$ cat config.mk
export PLATFORM = sky130hd
export DESIGN_NAME = cordic_vectoring
export DESIGN_NICKNAME = d
export VERILOG_FILES = /design/src/rtl/cordic_pkg.sv /design/src/rtl/vec_scale.sv /design/src/rtl/cordic_vectoring.sv
export SDC_FILE = /design/constraint.sdc
export NUM_CORES = 1
export LEC_CHECK = 0
export CAP_MARGIN = 20
export CORE_MARGIN = 4
export CORE_UTILIZATION = 56
export DETAILED_ROUTE_END_ITERATION = 10
export PLACE_DENSITY = 0.76
export SLEW_MARGIN = 20
export SYNTH_ARGS = -nofsm -noshare
export SYNTH_HDL_FRONTEND = slang
export SYNTH_SLANG_ARGS = --single-unit
$ cat constraint.sdc
create_clock -name clk -period 5.3 [get_ports clk]
set_clock_uncertainty 0.1 [all_clocks]
set_input_delay 0.795 -clock clk [delete_from_list [all_inputs] [get_ports clk]]
set_output_delay 0.795 -clock clk [all_outputs]
set_load 0.02 [all_outputs]
$ cat src/rtl/cordic_pkg.sv
// rtl/cordic_pkg.sv - shared CORDIC angle format, atan table, gain-correction shifts and FSM states
// Imported by both the rotation and vectoring paths so they agree on angle encoding.
package cordic_pkg;

  localparam int ANG_W   = 12;
  localparam int FRAC    = 9;
  localparam int HALF_PI = 804;
  localparam int ATAN_N  = 8;

  localparam int SH_A = 1;
  localparam int SH_B = 3;
  localparam int SH_C = 6;
  localparam int SH_D = 9;

  // atan(2^-i) in radians scaled by 2^FRAC
  localparam logic [ANG_W-1:0] ATAN [ATAN_N] = '{
    12'd402, 12'd237, 12'd125, 12'd64, 12'd32, 12'd16, 12'd8, 12'd4
  };

  typedef enum logic [2:0] {
    IDLE,
    PRE,
    ITER,
    SCALE,
    DONE
  } state_t;

endpackage

$ cat src/rtl/vec_scale.sv
// rtl/vec_scale.sv - combinational CORDIC gain corrector, x * ~0.6074 by shift-and-add
// Input is the converged (non-negative) x; result is truncated to W+1 unsigned bits.
module vec_scale #(
  parameter int W  = 12,
  parameter int GW = W + 2
) (
  input  logic [GW-1:0] x_in,
  output logic [W:0]    mag
);
  import cordic_pkg::*;

  logic signed [GW-1:0] xs;
  logic signed [GW-1:0] sum;
  logic                 unused_sign;

  assign xs  = signed'(x_in);
  assign sum = (xs >>> SH_A) + (xs >>> SH_B) - (xs >>> SH_C) - (xs >>> SH_D);
  assign mag = sum[W:0];

  // x is non-negative after convergence, so the sign bit carries no information
  assign unused_sign = sum[GW-1];

endmodule

$ cat src/rtl/cordic_vectoring.sv
// rtl/cordic_vectoring.sv - iterative vectoring CORDIC returning magnitude and atan2 of (x, y)
// One micro-rotation per clock, behind an in_valid/in_ready and out_valid/out_ready handshake.
module cordic_vectoring #(
  parameter int W  = 12,
  parameter int N  = 8,
  parameter int GW = W + 2
) (
  input  logic         clk,
  input  logic         rst,
  input  logic         in_valid,
  output logic         in_ready,
  input  logic [W-1:0] x_in,
  input  logic [W-1:0] y_in,
  output logic         out_valid,
  input  logic         out_ready,
  output logic [W:0]   mag_out,
  output logic [W-1:0] angle_out
);
  import cordic_pkg::*;

  state_t state_q, state_d;

  logic signed [GW-1:0] x_q, x_d;
  logic signed [GW-1:0] y_q, y_d;
  logic signed [W-1:0]  z_q, z_d;
  logic [2:0]           i_q, i_d;
  logic                 zero_q, zero_d;
  logic [W:0]           mag_q, mag_d;
  logic [W-1:0]         angle_q, angle_d;

  logic signed [W-1:0]  atan_i;
  logic [W:0]           mag_w;

  assign atan_i = W'(ATAN[i_q]);

  vec_scale #(
    .W  (W),
    .GW (GW)
  ) u_vec_scale (
    .x_in (x_q),
    .mag  (mag_w)
  );

  always_comb begin
    state_d   = state_q;
    x_d       = x_q;
    y_d       = y_q;
    z_d       = z_q;
    i_d       = i_q;
    zero_d    = zero_q;
    mag_d     = mag_q;
    angle_d   = angle_q;
    in_ready  = 1'b0;
    out_valid = 1'b0;

    case (state_q)
      IDLE: begin
        in_ready = 1'b1;
        if (in_valid) begin
          x_d     = {{(GW-W){x_in[W-1]}}, x_in};
          y_d     = {{(GW-W){y_in[W-1]}}, y_in};
          zero_d  = (x_in == '0) && (y_in == '0);
          state_d = PRE;
        end
      end

      // Fold the left half-plane onto the right so the iterations only need +/- pi/2 range
      PRE: begin
        if (x_q[GW-1]) begin
          if (!y_q[GW-1]) begin
            x_d = y_q;
            y_d = -x_q;
            z_d = W'(HALF_PI);
          end else begin
            x_d = -y_q;
            y_d = x_q;
            z_d = W'(-HALF_PI);
          end
        end else begin
          z_d = '0;
        end
        i_d     = '0;
        state_d = ITER;
      end

      ITER: begin
        if (!y_q[GW-1]) begin
          x_d = x_q + (y_q >>> i_q);
          y_d = y_q - (x_q >>> i_q);
          z_d = z_q + atan_i;
        end else begin
          x_d = x_q - (y_q >>> i_q);
          y_d = y_q + (x_q >>> i_q);
          z_d = z_q - atan_i;
        end
        if (i_q == 3'(N - 1)) begin
          state_d = SCALE;
        end else begin
          i_d = i_q + 3'd1;
        end
      end

      // A zero vector has no defined angle; the accumulated z is meaningless there
      SCALE: begin
        mag_d   = zero_q ? '0 : mag_w;
        angle_d = zero_q ? '0 : z_q;
        state_d = DONE;
      end

      DONE: begin
        out_valid = 1'b1;
        if (out_ready) begin
          state_d = IDLE;
        end
      end

      default: begin
        state_d = IDLE;
      end
    endcase
  end

  always_ff @(posedge clk) begin
    if (rst) begin
      state_q <= IDLE;
      x_q     <= '0;
      y_q     <= '0;
      z_q     <= '0;
      i_q     <= '0;
      zero_q  <= 1'b0;
      mag_q   <= '0;
      angle_q <= '0;
    end else begin
      state_q <= state_d;
      x_q     <= x_d;
      y_q     <= y_d;
      z_q     <= z_d;
      i_q     <= i_d;
      zero_q  <= zero_d;
      mag_q   <= mag_d;
      angle_q <= angle_d;
    end
  end

  assign mag_out   = mag_q;
  assign angle_out = angle_q;

endmodule

[Word-level counts from Yosys, hierarchy flattened]
Memory sizes are Yosys's and may differ from the RTL's.
Cells that the tools add are included.
Storage, ports and cells
  register bits after elaboration: 72
  latch bits: 0
  bits in writable memories: 0
  bits in read-only memories: 96
  input bits: 28
  output and inout bits: 27
  logic and storage cells: 73
  memories: 1
Cells by class
  add/subtract/negate cells: 12
  $mul: 0
  divide/modulo/power cells: 0
  magnitude comparators: 1
  equality and inequality tests: 10
  shift-type cells: 2
  multiplexer cells: 26
  bitwise operators: 1
  reductions and logical operators: 11
Memories
  (no name shown): depth 8, width 12, rd ports 1, clocked after Yosys merged registers in 0, write ports 0, RTL line cordic_vectoring.sv:34  | assign atan_i = W'(ATAN[i_q]);
Operators with widths (number)
  $mux 14: 8
  $pmux 14 s3: 2
  $mux 12: 6
  $add 14x14->14: 2
  $neg 14->14: 2
  $sshr 14x3->14: 2
  $sub 14x14->14: 2
  $logic_not 12->1: 2
  $pmux 12 s2: 1
  $pmux 3 s5: 1
  $add 13x11->13: 1
  $mux 13: 1
  $sub 13x5->13: 1
  $sub 13x8->13: 1
  $add 12x12->12: 1
  $mux 3: 4
  $sub 12x12->12: 1
  $ne 2x2->1 const B: 5
  $eq 3x2->1 const B: 2
  $eq 3x3->1 const B: 2
  $pmux 3 s2: 1
  $reduce_and 2->1: 3
  $reduce_and 3->1: 2
  $ge 4x4->1 const B: 1
  other kinds (8): 9

[Longest topological paths before layout]
Gate-level depths: netlist (run 1).
  word-level depth: 7
  depth in mapped cells: 23
  mapped depth without buffers: 18

[Hierarchy]
Synthesis (run 1) repeated with hierarchy kept, for this count alone.
Unflattened totals
  cell total of the unflattened synthesis: 1133
  area, all modules: 8630.8 sq um
Modules (own cells, without submodules)
  cordic_vectoring: times used 1, cells an instance 991, area an instance 7437.1 sq um, seq. area each 1441.4 sq um
  vec_scale: times used 1, cells an instance 142, area an instance 1193.6 sq um, seq. area each 0.0 sq um

[Worst setup path before layout (run 1)]
No wires, ideal clock.
  kind: register to register
  start point: register i_q[2]
  end point: register y_q[13]
  setup time: 0.130 ns
  arrival time: 4.595 ns
  required time: 5.070 ns
  setup slack: 0.475 ns
  cell stages (with the launch flop): 23
  buffers on the path: 5
  period minus slack after synthesis: 4.825 ns
  path through: dfxtp_1 buf_6 clkbuf_1 clkbuf_1 clkbuf_1 clkbuf_1 mux2i_1 nand2_1 a31oi_1 ha_1 inv_1 nor4_1 and2_1 a21oi_1 xnor2_1 a21oi_1 ha_1 a21o_1 a21oi_1 nor2b_1 a311o_1 a32oi_1 o41ai_1
On the way
  word-level cells in the longest chain between the ends: 4
Ends and longest elaborated chain
  start: declaration: RTL line cordic_vectoring.sv:26  | logic [2:0] i_q, i_d;
  start signal: assignment: RTL line cordic_vectoring.sv:138  | i_q <= i_d;
  $sshr 14x3->14 (*): RTL line cordic_vectoring.sv:89, cordic_vectoring.sv:93
  $sub 14x14->14 / $add 14x14->14 (equally long branches): RTL line cordic_vectoring.sv:89, cordic_vectoring.sv:93
  $mux 14 (*): RTL line cordic_vectoring.sv:87  | if (!y_q[GW-1]) begin
  $pmux 14 s3 (*): RTL line cordic_vectoring.sv:56  | case (state_q)
  end signal: assignment: RTL line cordic_vectoring.sv:136  | y_q <= y_d;
  end: declaration: RTL line cordic_vectoring.sv:24  | logic signed [GW-1:0] y_q, y_d;
Every way passes the cells marked *; elsewhere a longest branch is shown, timed or not.
A chain may end at the register's enable or synchronous reset.

[Final worst setup path (run 1)]
  start point: register x_q[9]
  end point: register mag_q[10], in the netlist mag_out[10]
On the way
  word-level cells in the longest chain between the ends: 4
Ends and longest elaborated chain
  start: declaration: RTL line cordic_vectoring.sv:23  | logic signed [GW-1:0] x_q, x_d;
  start signal: assignment: RTL line cordic_vectoring.sv:126  | x_q <= '0;
  start signal: assignment: RTL line cordic_vectoring.sv:135  | x_q <= x_d;
  $add 13x11->13: RTL line vec_scale.sv:17  | assign sum = (xs >>> SH_A) + (xs >>> SH_B) - (xs >>> SH_C) - (xs >>> SH_D);
  $sub 13x8->13: RTL line vec_scale.sv:17
  $sub 13x5->13 (*): RTL line vec_scale.sv:17
  $mux 13 (*): RTL line cordic_vectoring.sv:105  | mag_d = zero_q ? '0 : mag_w;
  end signal: assignment: RTL line cordic_vectoring.sv:140  | mag_q <= mag_d;
  end: declaration: RTL line cordic_vectoring.sv:28  | logic [W:0] mag_q, mag_d;
Marked as above.

==> results of run 1 <==
per-layer routing:
metal  global-route usage, %  wire length, um  vias up
met5                       0                0        -
met4                    9.76              811        0
met3                    7.17             2640       62
met2                    46.4            11200      482
met1                    45.4            11300     3911
li1                        -                -     3913
state kept, by name (all words and copies together), names as in the netlist:
name and cells:
x_q 14, y_q 14, mag_out 13, angle_out 12, z_q 12, i_q 3
state_q 3, zero_q 1
per-stage QoR:
step	setup slack, ns	cell area, um^2	power [uW]	instances
final	0.394	9150	3590	1266
after floorplan	0.475	8230	2350	1067
after global routing	0.120	9150	3840	1266
after detailed placement	0.520	8840	2860	1250
after CTS	0.439	9150	3540	1266
after global placement	0.621	8840	2830	1250
cell usage in the layout, fill, tap and decap left out, drive strengths merged, types with 5 or more instances in the layout:
| master | synthesis | final |
|---|---|---|
| nor2 | 120 | 120 |
| and2 | 7 | 7 |
| a21oi | 89 | 89 |
| clkdlybuf4s50 | 0 | 53 |
| nor3b | 15 | 15 |
| a211oi | 25 | 25 |
| a221oi | 13 | 13 |
| dfxtp | 72 | 72 |
| and3 | 11 | 11 |
| nor3 | 49 | 49 |
| o211ai | 9 | 9 |
| buf | 16 | 21 |
| o21ai | 48 | 48 |
| fa | 20 | 20 |
| nand2b | 9 | 9 |
| mux2 | 7 | 7 |
| nand2 | 73 | 73 |
| nand3 | 22 | 22 |
| inv | 47 | 51 |
| mux4 | 12 | 12 |
| ha | 64 | 64 |
| o22ai | 8 | 8 |
| a21o | 14 | 14 |
| nor2b | 10 | 10 |
| a221o | 6 | 6 |
| xor2 | 26 | 26 |
| a31oi | 14 | 14 |
| xnor2 | 53 | 53 |
| mux2i | 36 | 36 |
| nor4 | 15 | 15 |
| or3 | 7 | 7 |
| o31ai | 5 | 5 |
| o21a | 9 | 9 |
| clkbuf | 59 | 9 |
| a22oi | 10 | 10 |
worst reg2reg max path, delay by kind of cell, from the launching register on:
family / cells / cell delay [ns]
simple gates: 2 / 0.74
fa+ha+maj: 4 / 1.62
flops: 1 / 0.49
buf+inv: 3 / 0.33
compound gates: 6 / 1.54
worst paths after layout:
kind	startpoint	endpoint	slack, ns	cells after the start
worst max register to register	x_q[9]$_SDFFE_PP0P_	mag_out[10]$_SDFFE_PP0P_	0.39	15
worst min register to register	mag_out[10]$_SDFFE_PP0P_	mag_out[10]$_SDFFE_PP0P_	0.39	2
worst max-delay path	x_q[9]$_SDFFE_PP0P_	mag_out[10]$_SDFFE_PP0P_	0.39	15
worst min-delay path	mag_out[10]$_SDFFE_PP0P_	mag_out[10]$_SDFFE_PP0P_	0.39	2
logic make-up (layout without fill, tap and decap cells):
logic type / after synthesis / after routing / share of synthesized area, %
mux: 55 / 55 / 8.72
fa+ha+maj: 84 / 84 / 14.6
flops: 72 / 72 / 17.5
compound gates: 291 / 291 / 23.3
buf+inv: 124 / 139 / 5.93
xor+xnor: 79 / 79 / 8.41
simple gates: 362 / 362 / 21.5
power groups by stage:
stage	sequential [uW]	clock (uW)	combinational, uW
floorplan	650	0	1700
global placement	711	0	2120
detailed placement	712	0	2150
CTS	700	666	2180
global route	713	685	2440
finish	707	662	2220
cell type report:
| cell class | count | area, um^2 | share of cell area (%) |
|---|---|---|---|
| multi-input combinational | 871 | 6300 | 68.8 |
| timing repair buffer | 74 | 686 | 7.49 |
| inverter | 49 | 184 | 2.01 |
| tap | 184 | 230 | 2.52 |
| sequential | 72 | 1450 | 15.8 |
| clock inverter | 7 | 85.1 | 0.929 |
| clock buffer | 9 | 225 | 2.46 |
==> run_results.csv, run 1 <==
group,metric,value,unit
synthesis,synthTopCellsByCount,"nor2_1, a21oi_1, nand2_1",
floorplanning,dieArea,16700,um^2
floorplanning,floorplan.initialDensity,56.8,%
synthesis,yosys_most_used_dff,"dfxtp_1",
global_route,grt_pass1_wl,41.7,mm
global_route,grt_max_degree,45,
synthesis,yosysWarnings,0,
placement,place_hpwl,18.9,mm
power_and_ir_drop,comb_power_share,61.9,%
floorplanning,die_width,129,um
synthesis,async_flop_share,0,%
synthesis,netlist_area,8230,um^2
finish,final_util,63.2,%
cts,post_cts_resized,0,
sta,setup_viol,0,
sta,fmax,204,MHz
synthesis,ys_ff_latch,72,
power_and_ir_drop,clockPowerShare,18.4,%
critical_path,end_kind,"flop",
cts,clk-insertion-delay-late,0.36,ns
cts,holdBufCountCts,0,
power_and_ir_drop,p_switching,1670,uW
sta,tightest_slew,1.13,ns
cts,cts_buffers,9,
placement,port_buffers,54,
cts,clkTransAtPathRegs,0.07,ns
power_and_ir_drop,p_sw_share,46.6,%
critical_path,critPathBufInv,3,
cts,post-cts-setup-buffers,0,
flow_run,cap_violations,0,
critical_path,crit_family,"adder cells",
power_and_ir_drop,power_frac_seq,19.7,%
drt,num_vias,8368,
synthesis,synth.distinct_cells,72,
synthesis,synth_nets,1179,
floorplanning,core,14500,um^2
sta,fin_crit_sh,92.6,%
finish,fill_cells,1281,
power_and_ir_drop,power.leakage,0.00363,uW
global_route,overflow,0,
critical_path,cp.arrival,5.08,ns
cts,numClockSinks,72,
synthesis,avgSynthCellArea,7.71,um^2
finish,drive_above_1_share,6.65,%
sta,rsz0062_at_grt,"no",
drt,first_pass_iters,5,
synthesis,synth_edf_count,0,
power_and_ir_drop,power_density,392,nW/um^2
finish,diodes,0,
synthesis,synthTopCellsByArea,"dfxtp_1, ha_1, xnor2_1",
sta,final_hold_viol_count,0,
sta,final_max_slew_viol_count,0,
cts,cts_tree,"yes",
drt,wl_per_cell,20.5,um
synthesis,netlist_instances,1067,
finish,syn2layout_area_growth,11.3,%
synthesis,synthDominantCellAreaShare,17.5,%
synthesis,synth_top_cell_by_area,"dfxtp_1",
drt,viasPerCell,6.61,
cts,cts_max_level,3,
synthesis,yosysSeqAreaShare,17.5,%
critical_path,required,5.48,ns
sta,slew_headroom,24.4,%
global_route,grt_antenna_before_repair,0,
finish,layout.nets,1189,
critical_path,crit_path_top_delay_cell,"or4b_2",
power_and_ir_drop,intPower,1920,uW
floorplanning,num_rows,44,
critical_path,worstPathCellList,"inv_1 > fa_1 > inv_1 > fa_1 > inv_1 > ha_1 > fa_1 > a21o_1 > a21o_1 > a2111oi_0 > nor3_1 > a221o_1 > o21ai_0 > or4b_2 > a21oi_1",
sta,min_period,4.91,ns
critical_path,worstSetupPathType,"reg -> reg",
critical_path,start_kind,"flop",
drt,dr.first_iter.drc_count,1100,
drt,drt.antenna.violating_nets,0,
critical_path,slowest_delay,0.59,ns
floorplanning,chipHeight,129,um
drt,totalWireLength,26.0,mm
drt,drc_errors,0,
floorplanning,boundaryPins,55,
power_and_ir_drop,ir_worst_vdd,0.431,mV
min_path,hold_path_class,"reg -> reg",
critical_path,crit_fanout,8,
placement,gp_congestion,0.944,
run_status,status,"finished clean",
sta,holdWs,0.388,ns
sta,finalSetupTns,0,ns
cts,clock_path_buffers,2,
global_route,grt_pass1_vias,7717,
synthesis,synthMostInstantiatedCell,"nor2_1",
cts,root_buffer,"clkbuf_16",
global_route,grt_usage,31.4,%
Power figures use the tool's default switching activity.
==> run 2: changes to the inputs <==
- CTS_CLUSTER_SIZE: not set -> 20
==> results of run 2 <==
Final layout, timing and power as in run 1 (identical DEF).
==> run 3: changes to the inputs <==
- CORE_MARGIN: 4 -> 2
==> run 3 against run 2 <==
- power increased by 1.0%
- maximum frequency decreased by 0.78%
- combinational power about the same
- flip-flop and latch count unchanged
- hold slack improved by 0.0054 ns
- critical path depth unchanged
- non-clock buffer count decreased by 3
- die area decreased by 6.1%
- first-iteration DRC count decreased by 25%
- design area increased by 0.31%
- clock-buffer cell count unchanged
- clock power increased by 8.3%
- critical path type unchanged
- critical endpoint unchanged
==> run_results.csv, run 3 (synthesis results as in run 1) <==
group,metric,value,unit
sta,setup_ws,0.356,ns
floorplanning,boundaryPins,55,
cts,numClockSinks,72,
drt,viasPerCell,6.47,
critical_path,cp.arrival,5.12,ns
power_and_ir_drop,total_power,3630,uW
sta,rsz0062_at_grt,"no",
floorplanning,dieArea,15700,um^2
cts,clock_path_buffers,2,
finish,fill_cells,1283,
floorplanning,floorplan.initialDensity,57.0,%
finish,layout.nets,1186,
finish,layout_common_cells,"nor2_1, a21oi_1, nand2_1",
power_and_ir_drop,clockPowerShare,19.8,%
power_and_ir_drop,intPower,1970,uW
critical_path,required,5.48,ns
critical_path,crit_fanout,8,
sta,finalSetupTns,0,ns
critical_path,worstSetupPathType,"reg -> reg",
cts,cts_tree,"yes",
power_and_ir_drop,comb_power_share,60.9,%
cts,post-cts-setup-buffers,0,
global_route,grt_pass1_wl,40.6,mm
cts,clkTransAtPathRegs,0.07,ns
drt,num_vias,8177,
floorplanning,core,14400,um^2
sta,final_hold_viol_count,0,
critical_path,end_kind,"flop",
global_route,grt_usage,32.0,%
finish,multi_input_area,6300,um^2
finish,diodes,0,
power_and_ir_drop,power_frac_seq,19.3,%
floorplanning,die_width,125,um
run_status,status,"finished clean",
drt,totalWireLength,25.3,mm
global_route,grt_pass1_vias,7513,
global_route,overflow,0,
critical_path,start_kind,"flop",
drt,drc_errors,0,
power_and_ir_drop,p_switching,1660,uW
placement,port_buffers,54,
sta,min_period,4.94,ns
sta,fmax,202,MHz
finish,register_area,1450,um^2
floorplanning,chipHeight,125,um
power_and_ir_drop,power.leakage,0.00363,uW
power_and_ir_drop,power_density,395,nW/um^2
min_path,hold_path_class,"reg -> reg",
cts,clk-insertion-delay-late,0.36,ns
placement,place_hpwl,18.0,mm
cts,post_cts_resized,0,
global_route,grt_max_degree,59,
floorplanning,num_rows,44,
sta,tightest_slew,1.06,ns
sta,setup_viol,0,
drt,first_pass_iters,5,
finish,final_common_cell,"nor2_1",
sta,final_max_slew_viol_count,0,
finish,syn2layout_area_growth,11.6,%
cts,cts_max_level,3,
sta,slew_headroom,29.0,%
power_and_ir_drop,ir_worst_vdd,0.514,mV
sta,fin_crit_sh,93.3,%
flow_run,cap_violations,0,
cts,cts_buffers,9,
placement,gp_congestion,0.973,
finish,drive_above_1_share,6.39,%
cts,holdBufCountCts,0,
drt,drt.antenna.violating_nets,0,
drt,dr.first_iter.drc_count,824,
placement,place_ws,0.544,ns
global_route,grt_antenna_before_repair,0,
power_and_ir_drop,p_sw_share,45.7,%
drt,wl_per_cell,20.0,um
cts,root_buffer,"clkbuf_16",
-- run 3: changes by cell type in the layout (fill, tap and decap cells not counted) --
cell | previous run | this run
buf_12 | 0 | 2
buf_4 | 20 | 15
bufinv_16 | 1 | 2
clkinv_4 | 2 | 1
inv_6 | 3 | 1
inv_8 | 1 | 3
-- run 3: worst paths after layout --
| check | start | endpoint | slack (ns) | cells after the start |
|---|---|---|---|---|
| worst min register to register | angle_out[7]$_SDFFE_PP0P_ | angle_out[7]$_SDFFE_PP0P_ | 0.39 | 2 |
| worst max-delay path | x_q[9]$_SDFFE_PP0P_ | mag_out[10]$_SDFFE_PP0P_ | 0.36 | 15 |
| worst max register to register | x_q[9]$_SDFFE_PP0P_ | mag_out[10]$_SDFFE_PP0P_ | 0.36 | 15 |
| worst min-delay path | angle_out[7]$_SDFFE_PP0P_ | angle_out[7]$_SDFFE_PP0P_ | 0.39 | 2 |
-- run 3: worst max-delay path, cell delays in order (launching register included) --
cell and delay [ns]:
dfxtp_1 0.47, inv_1 0.22, fa_1 0.54, inv_1 0.06, fa_1 0.48, inv_1 0.04
ha_1 0.20, fa_1 0.40, a21o_1 0.17, a21o_1 0.20, a2111oi_0 0.49, nor3_1 0.14
a221o_1 0.37, o21ai_0 0.18, or4b_2 0.62, a21oi_1 0.18
-- run 3: layer usage --
metal | GRT usage, % | vias up | wire, um
met5 | 0 | - | 0
met3 | 5.56 | 56 | 2340
met4 | 10.8 | 0 | 765
met1 | 48.5 | 3815 | 11500
met2 | 45.9 | 406 | 10700
li1 | - | 3900 | -
-- run 3: final cells by class --
class / count / area share (%)
clock buffers: 9 / 2.45
flip-flops and latches: 72 / 15.7
clock inverters: 7 / 1.21
multi-input cells: 871 / 68.6
repair buffers: 71 / 7.49
well taps: 184 / 2.51
inverters: 49 / 2.00
-- run 3: metrics by stage --
stage | cells | cell area (um^2) | util [%] | hold WS [ns]
finish | 1263 | 9180 | 63.7 | 0.394
global route | 1263 | 9180 | 63.7 | 0.424
CTS | 1263 | 9180 | 63.7 | 0.397
detailed placement | 1247 | 8850 | 61.3 | 0.364
global placement | 1247 | 8850 | 61.3 | 0.361
floorplan | 1067 | 8230 | - | 0.354
-- run 3: power groups by stage --
stage	combinational [uW]	sequential, uW	clock [uW]
after floorplan	1700	650	0
after global placement	2120	704	0
after detailed placement	2140	705	0
after CTS	2170	692	722
after global routing	2430	705	744
final	2210	699	717
